### src/rtl/aes_pkg.sv
// Shared AES-state types and defaults.
// Used by the lane serializer and the lane select logic.
package aes_pkg;

  typedef enum logic {
    LANE_COL = 1'b0,
    LANE_ROW = 1'b1
  } lane_mode_e;

  typedef enum logic {
    ST_IDLE = 1'b0,
    ST_BUSY = 1'b1
  } ser_state_e;

  localparam int AES_BYTE_BITS = 8;
  localparam int AES_LANES     = 4;

  // Lane index width; a single lane still gets a one-bit index.
  function automatic int lane_idx_bits(input int lanes);
    return (lanes > 1) ? $clog2(lanes) : 1;
  endfunction

endpackage

### src/rtl/state_lane_select.sv
// Combinational lane picker: returns column or row idx of a square LANES x LANES state.
// Row words place byte(c*LANES + r) at byte position c, so the highest column lands in the MSBs.
module state_lane_select
  import aes_pkg::*;
#(
  parameter  int BYTE_BITS  = AES_BYTE_BITS,
  parameter  int LANES      = AES_LANES,
  localparam int WORD_BITS  = BYTE_BITS * LANES,
  localparam int BLOCK_BITS = WORD_BITS * LANES,
  localparam int IDX_BITS   = lane_idx_bits(LANES)
) (
  input  logic [BLOCK_BITS-1:0] i_block,
  input  lane_mode_e            i_mode,
  input  logic [IDX_BITS-1:0]   i_idx,
  output logic [WORD_BITS-1:0]  o_word
);

  always_comb begin
    o_word = '0;
    for (int l = 0; l < LANES; l++) begin
      if (i_idx == IDX_BITS'(l)) begin
        for (int k = 0; k < LANES; k++) begin
          if (i_mode == LANE_ROW) begin
            o_word[k*BYTE_BITS +: BYTE_BITS] = i_block[(k*LANES + l)*BYTE_BITS +: BYTE_BITS];
          end else begin
            o_word[k*BYTE_BITS +: BYTE_BITS] = i_block[(l*LANES + k)*BYTE_BITS +: BYTE_BITS];
          end
        end
      end
    end
  end

endmodule

### src/rtl/state_lane_serializer.sv
// Takes one packed state block per input handshake and streams it out one lane per output handshake.
// States: IDLE | waiting for a block ; BUSY | presenting lane r_idx of the held block
module state_lane_serializer
  import aes_pkg::*;
#(
  parameter  int BYTE_BITS  = AES_BYTE_BITS,
  parameter  int LANES      = AES_LANES,
  localparam int WORD_BITS  = BYTE_BITS * LANES,
  localparam int BLOCK_BITS = WORD_BITS * LANES,
  localparam int IDX_BITS   = lane_idx_bits(LANES)
) (
  input  logic                  clk,
  input  logic                  rst,
  input  logic                  in_valid,
  output logic                  in_ready,
  input  logic [BLOCK_BITS-1:0] in_block,
  input  logic                  in_mode,
  output logic                  out_valid,
  input  logic                  out_ready,
  output logic [WORD_BITS-1:0]  out_data,
  output logic [IDX_BITS-1:0]   out_idx,
  output logic                  out_last
);

  if (LANES < 1 || BYTE_BITS < 1) begin : g_bad_param
    $error("state_lane_serializer: LANES and BYTE_BITS must both be at least 1");
  end

  localparam logic [IDX_BITS-1:0] LAST_IDX = IDX_BITS'(LANES - 1);

  ser_state_e            r_state;
  ser_state_e            w_state_nxt;
  logic [BLOCK_BITS-1:0] r_block;
  lane_mode_e            r_mode;
  logic [IDX_BITS-1:0]   r_idx;
  logic [IDX_BITS-1:0]   w_idx_nxt;
  logic                  w_load;
  logic                  w_busy;
  logic                  w_at_last;
  logic                  w_in_hs;
  logic                  w_out_hs;
  logic [WORD_BITS-1:0]  w_word;

  // Outputs are forced quiet while rst is held, not just after the reset edge.
  assign w_busy    = (r_state == ST_BUSY) && !rst;
  assign w_at_last = w_busy && (r_idx == LAST_IDX);
  assign in_ready  = !rst && ((r_state == ST_IDLE) || (w_at_last && out_ready));
  assign out_valid = w_busy;
  assign out_last  = w_at_last;
  assign out_idx   = rst ? '0 : r_idx;
  assign out_data  = rst ? '0 : w_word;
  assign w_in_hs   = in_valid && in_ready;
  assign w_out_hs  = out_valid && out_ready;

  state_lane_select #(
    .BYTE_BITS (BYTE_BITS),
    .LANES     (LANES)
  ) u_select (
    .i_block (r_block),
    .i_mode  (r_mode),
    .i_idx   (r_idx),
    .o_word  (w_word)
  );

  always_comb begin
    w_state_nxt = r_state;
    w_idx_nxt   = r_idx;
    w_load      = 1'b0;
    case (r_state)
      ST_IDLE: begin
        if (w_in_hs) begin
          w_load      = 1'b1;
          w_idx_nxt   = '0;
          w_state_nxt = ST_BUSY;
        end
      end
      ST_BUSY: begin
        if (w_out_hs) begin
          if (r_idx == LAST_IDX) begin
            if (w_in_hs) begin
              w_load    = 1'b1;
              w_idx_nxt = '0;
            end else begin
              w_state_nxt = ST_IDLE;
            end
          end else begin
            w_idx_nxt = r_idx + 1'b1;
          end
        end
      end
      default: w_state_nxt = ST_IDLE;
    endcase
  end

  always_ff @(posedge clk) begin
    if (rst) begin
      r_state <= ST_IDLE;
      r_idx   <= '0;
      r_block <= '0;
      r_mode  <= LANE_COL;
    end else begin
      r_state <= w_state_nxt;
      r_idx   <= w_idx_nxt;
      if (w_load) begin
        r_block <= in_block;
        r_mode  <= lane_mode_e'(in_mode);
      end
    end
  end

endmodule

### config.mk
export PLATFORM = sky130hd
export DESIGN_NAME = state_lane_serializer
export DESIGN_NICKNAME = d
export VERILOG_FILES = /design/src/rtl/aes_pkg.sv /design/src/rtl/state_lane_select.sv /design/src/rtl/state_lane_serializer.sv
export SDC_FILE = /design/constraint.sdc
export NUM_CORES = 1
export LEC_CHECK = 0
export ABC_AREA = 1
export BUFFER_PORTS_ARGS = -buffer_cell sky130_fd_sc_hd__clkbuf_2
export CAP_MARGIN = 10
export CORE_MARGIN = 1
export CORE_UTILIZATION = 39
export DETAILED_ROUTE_END_ITERATION = 12
export PLACE_DENSITY_LB_ADDON = 0.08
export RECOVER_POWER = 50
export SYNTH_ARGS = -nofsm -noshare
export SYNTH_HDL_FRONTEND = slang
export SYNTH_SLANG_ARGS = --single-unit
### constraint.sdc
create_clock -name clk -period 1.7 [get_ports clk]
set_input_delay 0.255 -clock clk [delete_from_list [all_inputs] [get_ports clk]]
set_output_delay 0.255 -clock clk [all_outputs]
set_load 0.01 [all_outputs]
==> results.cfg <==
[run_status]
outcome = finished with violations
violations = setup timing

[grt]
grt_pass1_wl_microns = 39140
grtUsageTotal_pct = 27.95
grt_max_degree = 61
globalRouteOverflowTotal = 0
grt_pass1_vias = 7178
grt_antenna_before_repair = 0

[sta]
finalSetupViolCount = 47
setup_ws_ns = -0.5033
finalMaxSlewViolations = 0
max_slew.worst_pin.slew_ns = 0.6009
min_period_ns = 2.203
clock_skew_ns = 0.01267
max_freq_mhz = 453.9
hold_viol = 0
timing.hold.ws_ns = 0.04153
rsz0062_at_grt = yes
fin_crit_sh_pct = 129.6
relSlewSlack_pct = 59.94

[critical_path]
crit_fanout = 8
crit_type = reg -> out
critPathArrivalTime_ns = 1.95
cp-end-kind = primary output
crit_path_start_kind = register
cp_data_required_time_ns = 1.44

[yosys]
synth_area_sq_um = 7122
synth_top_area_share_pct = 37.10
synth-compound-area-share_pct = 9.645
synth-simple-area-share_pct = 41.78
synth_fa_ha_area_share_pct = 0.7027
yosysUniqueCellTypes = 19
synthMuxAreaShare_pct = 0
yosysWarningCount = 0
synth_top_family_by_area = simple AND/OR/NAND/NOR gates
syn_nets = 1259
synth_top_cell_by_area = dfxtp_1
syn_inst = 1122
synth.avg_cell_area_sq_um = 6.347
synth_area_leaders = dfxtp_1 37%, nand3_1 24%, nand2_1 14%, a21oi_1 5.6%, inv_1 4.2%
synthXorXnorAreaFrac_pct = 0
ys_ff_latch = 132
yosysSeqAreaShare_pct = 37.10

[floorplan]
num_io_pins = 170
initial_core_util_pct = 39.78
num_rows = 49
dieArea_sq_um = 18810
fp.dieH_microns = 137.1
core-area_sq_um = 17900
dieWidth_microns = 137.1

[min_path]
hp-class = in -> reg

[routing]
wl_microns = 26710
drt.antenna.violating_nets = 0
wl_per_cell_microns = 17.54
drtIter0Drc = 665
drc = 0
routed_via_density = 5.336
num_vias = 8126
first_pass_iters = 5

[layout]
drive_gt1_share_pct = 34.39
final_nets = 1418
diodes = 0
layout_common_cells = 251 x nand2_1, 250 x nand3_1, 141 x clkbuf_2
final_common_cell = nand2_1
area_growth_pct = 45.26

[clock_network]
insertion_delay_ns = 0.43
ctsHoldBuffers = 0
cts_tree = done
cts_root_buffer = clkbuf_16
h-tree-depth = 4
cts_buffer_depth = 2
cts_buffers = 17
clock_sinks = 132
clkTransAtPathRegs_ns = 0.06

[power_and_ir_drop]
p_int_uw = 6453
vdd_drop_max_v = 0.0007134
p_sw_uw = 2749
power_frac_comb_pct = 21.1
seqPwrFrac_pct = 37.6
power_density_nw_per_um2 = 889.5
leakagePower_uw = 0.004928
pwr-share-clk_pct = 41.3
p_total_uw = 9201
switching_share_pct = 29.87

[place]
place.gp.congestion = 0.8744
portBuffers = 169
dpl.hpwl_microns = 18070

[job]
cap_violations = 0
through the flow:
step                area (sq um)  util, %  setup TNS [ns]  cells  setup WS [ns]
global placement            8491    47.43          -2.972   1469        -0.1974
CTS                         9657    53.94          -26.90   1513        -0.4986
global route               10340    57.79          -20.48   1523        -0.5921
finish                     10340    57.79          -15.02   1523        -0.5033
floorplan                   7258        -               0   1122        0.01100
detailed placement          8491    47.43          -4.150   1469        -0.2282
critical path, stage by stage (launching register included):
cell and delay [ns]:
dfxtp_4 0.38, inv_4 0.09, ha_4 0.14, inv_2 0.04, nor2_4 0.13, buf_6 0.17
nand3_2 0.08, nand2_2 0.08, nand3_2 0.07, a21oi_2 0.18, clkbuf_2 0.16
final cells by class:
cell class / instances / area (sq um)
Inverter: 81 / 326.6
Sequential cell: 132 / 2654
Multi-Input combinational cell: 806 / 4541
Fill cell: 1735 / 7557
Timing Repair Buffer: 243 / 1923
Tap cell: 229 / 286.5
Clock inverter: 10 / 120.1
Clock buffer: 22 / 494.2
layer usage:
layer | up-vias | GRT usage [%] | part of all wire, % | routed length (microns)
met3 | 41 | 5.741 | 6.0 | 1599
li1 | 4037 | - | - | -
met1 | 3740 | 38.82 | 47 | 12550
met4 | 0 | 12.88 | 3.1 | 824
met2 | 308 | 41.16 | 44 | 11740
met5 | - | 0 | 0 | 0
path summary, 6_finish.rpt:
path / slack, ns / cells after the start / from / endpoint
worst min register to register: 0.46 / 2 / r_block[83] / r_block[83]
worst max-delay path: -0.50 / 10 / r_idx[0] / out_data[14]
worst min-delay path: 0.04 / 3 / in_block[21] / r_block[21]
worst max register to register: -0.03 / 11 / r_idx[0] / r_block[112]
kinds of logic (layout without fill, tap and decap cells):
| logic type | Yosys count | count (layout) |
|---|---|---|
| and+or+nand+nor | 665 | 665 |
| buffers and inverters | 184 | 356 |
| AOI/OAI and AO/OA | 137 | 137 |
| DFF | 132 | 132 |
| adders and majority gates | 4 | 4 |
power groups by stage:
stage / Clock, uW / Sequential, uW / Combinational, uW
finish: 3800 / 3460 / 1940
global route: 3990 / 3480 / 2110
CTS: 3850 / 3450 / 1740
detailed placement: 0 / 3510 / 1520
global placement: 0 / 3510 / 1510
floorplan: 0 / 3440 / 951
cells in the mapped netlist, drive strengths merged:
cell type	n
nand3	338
nand3b	8
inv	81
nor3	1
nand4	1
buf	56
o21ai	57
nand2	269
nor2	40
clkbuf	47
a21oi	79
o22ai	1
ha	4
dfxtp	132
or2	8
registers in the layout (all words and copies together), names as in the netlist:
signal / count
r_block: 128
r_idx: 2
r_mode: 1
r_state: 1
what timing repair did:
action                                  4_1_cts  5_1_grt
cloned                                        6        4
gates resized for setup                      93      141
endpoints found under the setup margin       60      162
pin swaps                                    18       57
setup buffers                                 6        8
Note: power is estimated with default switching activity, not from simulation.
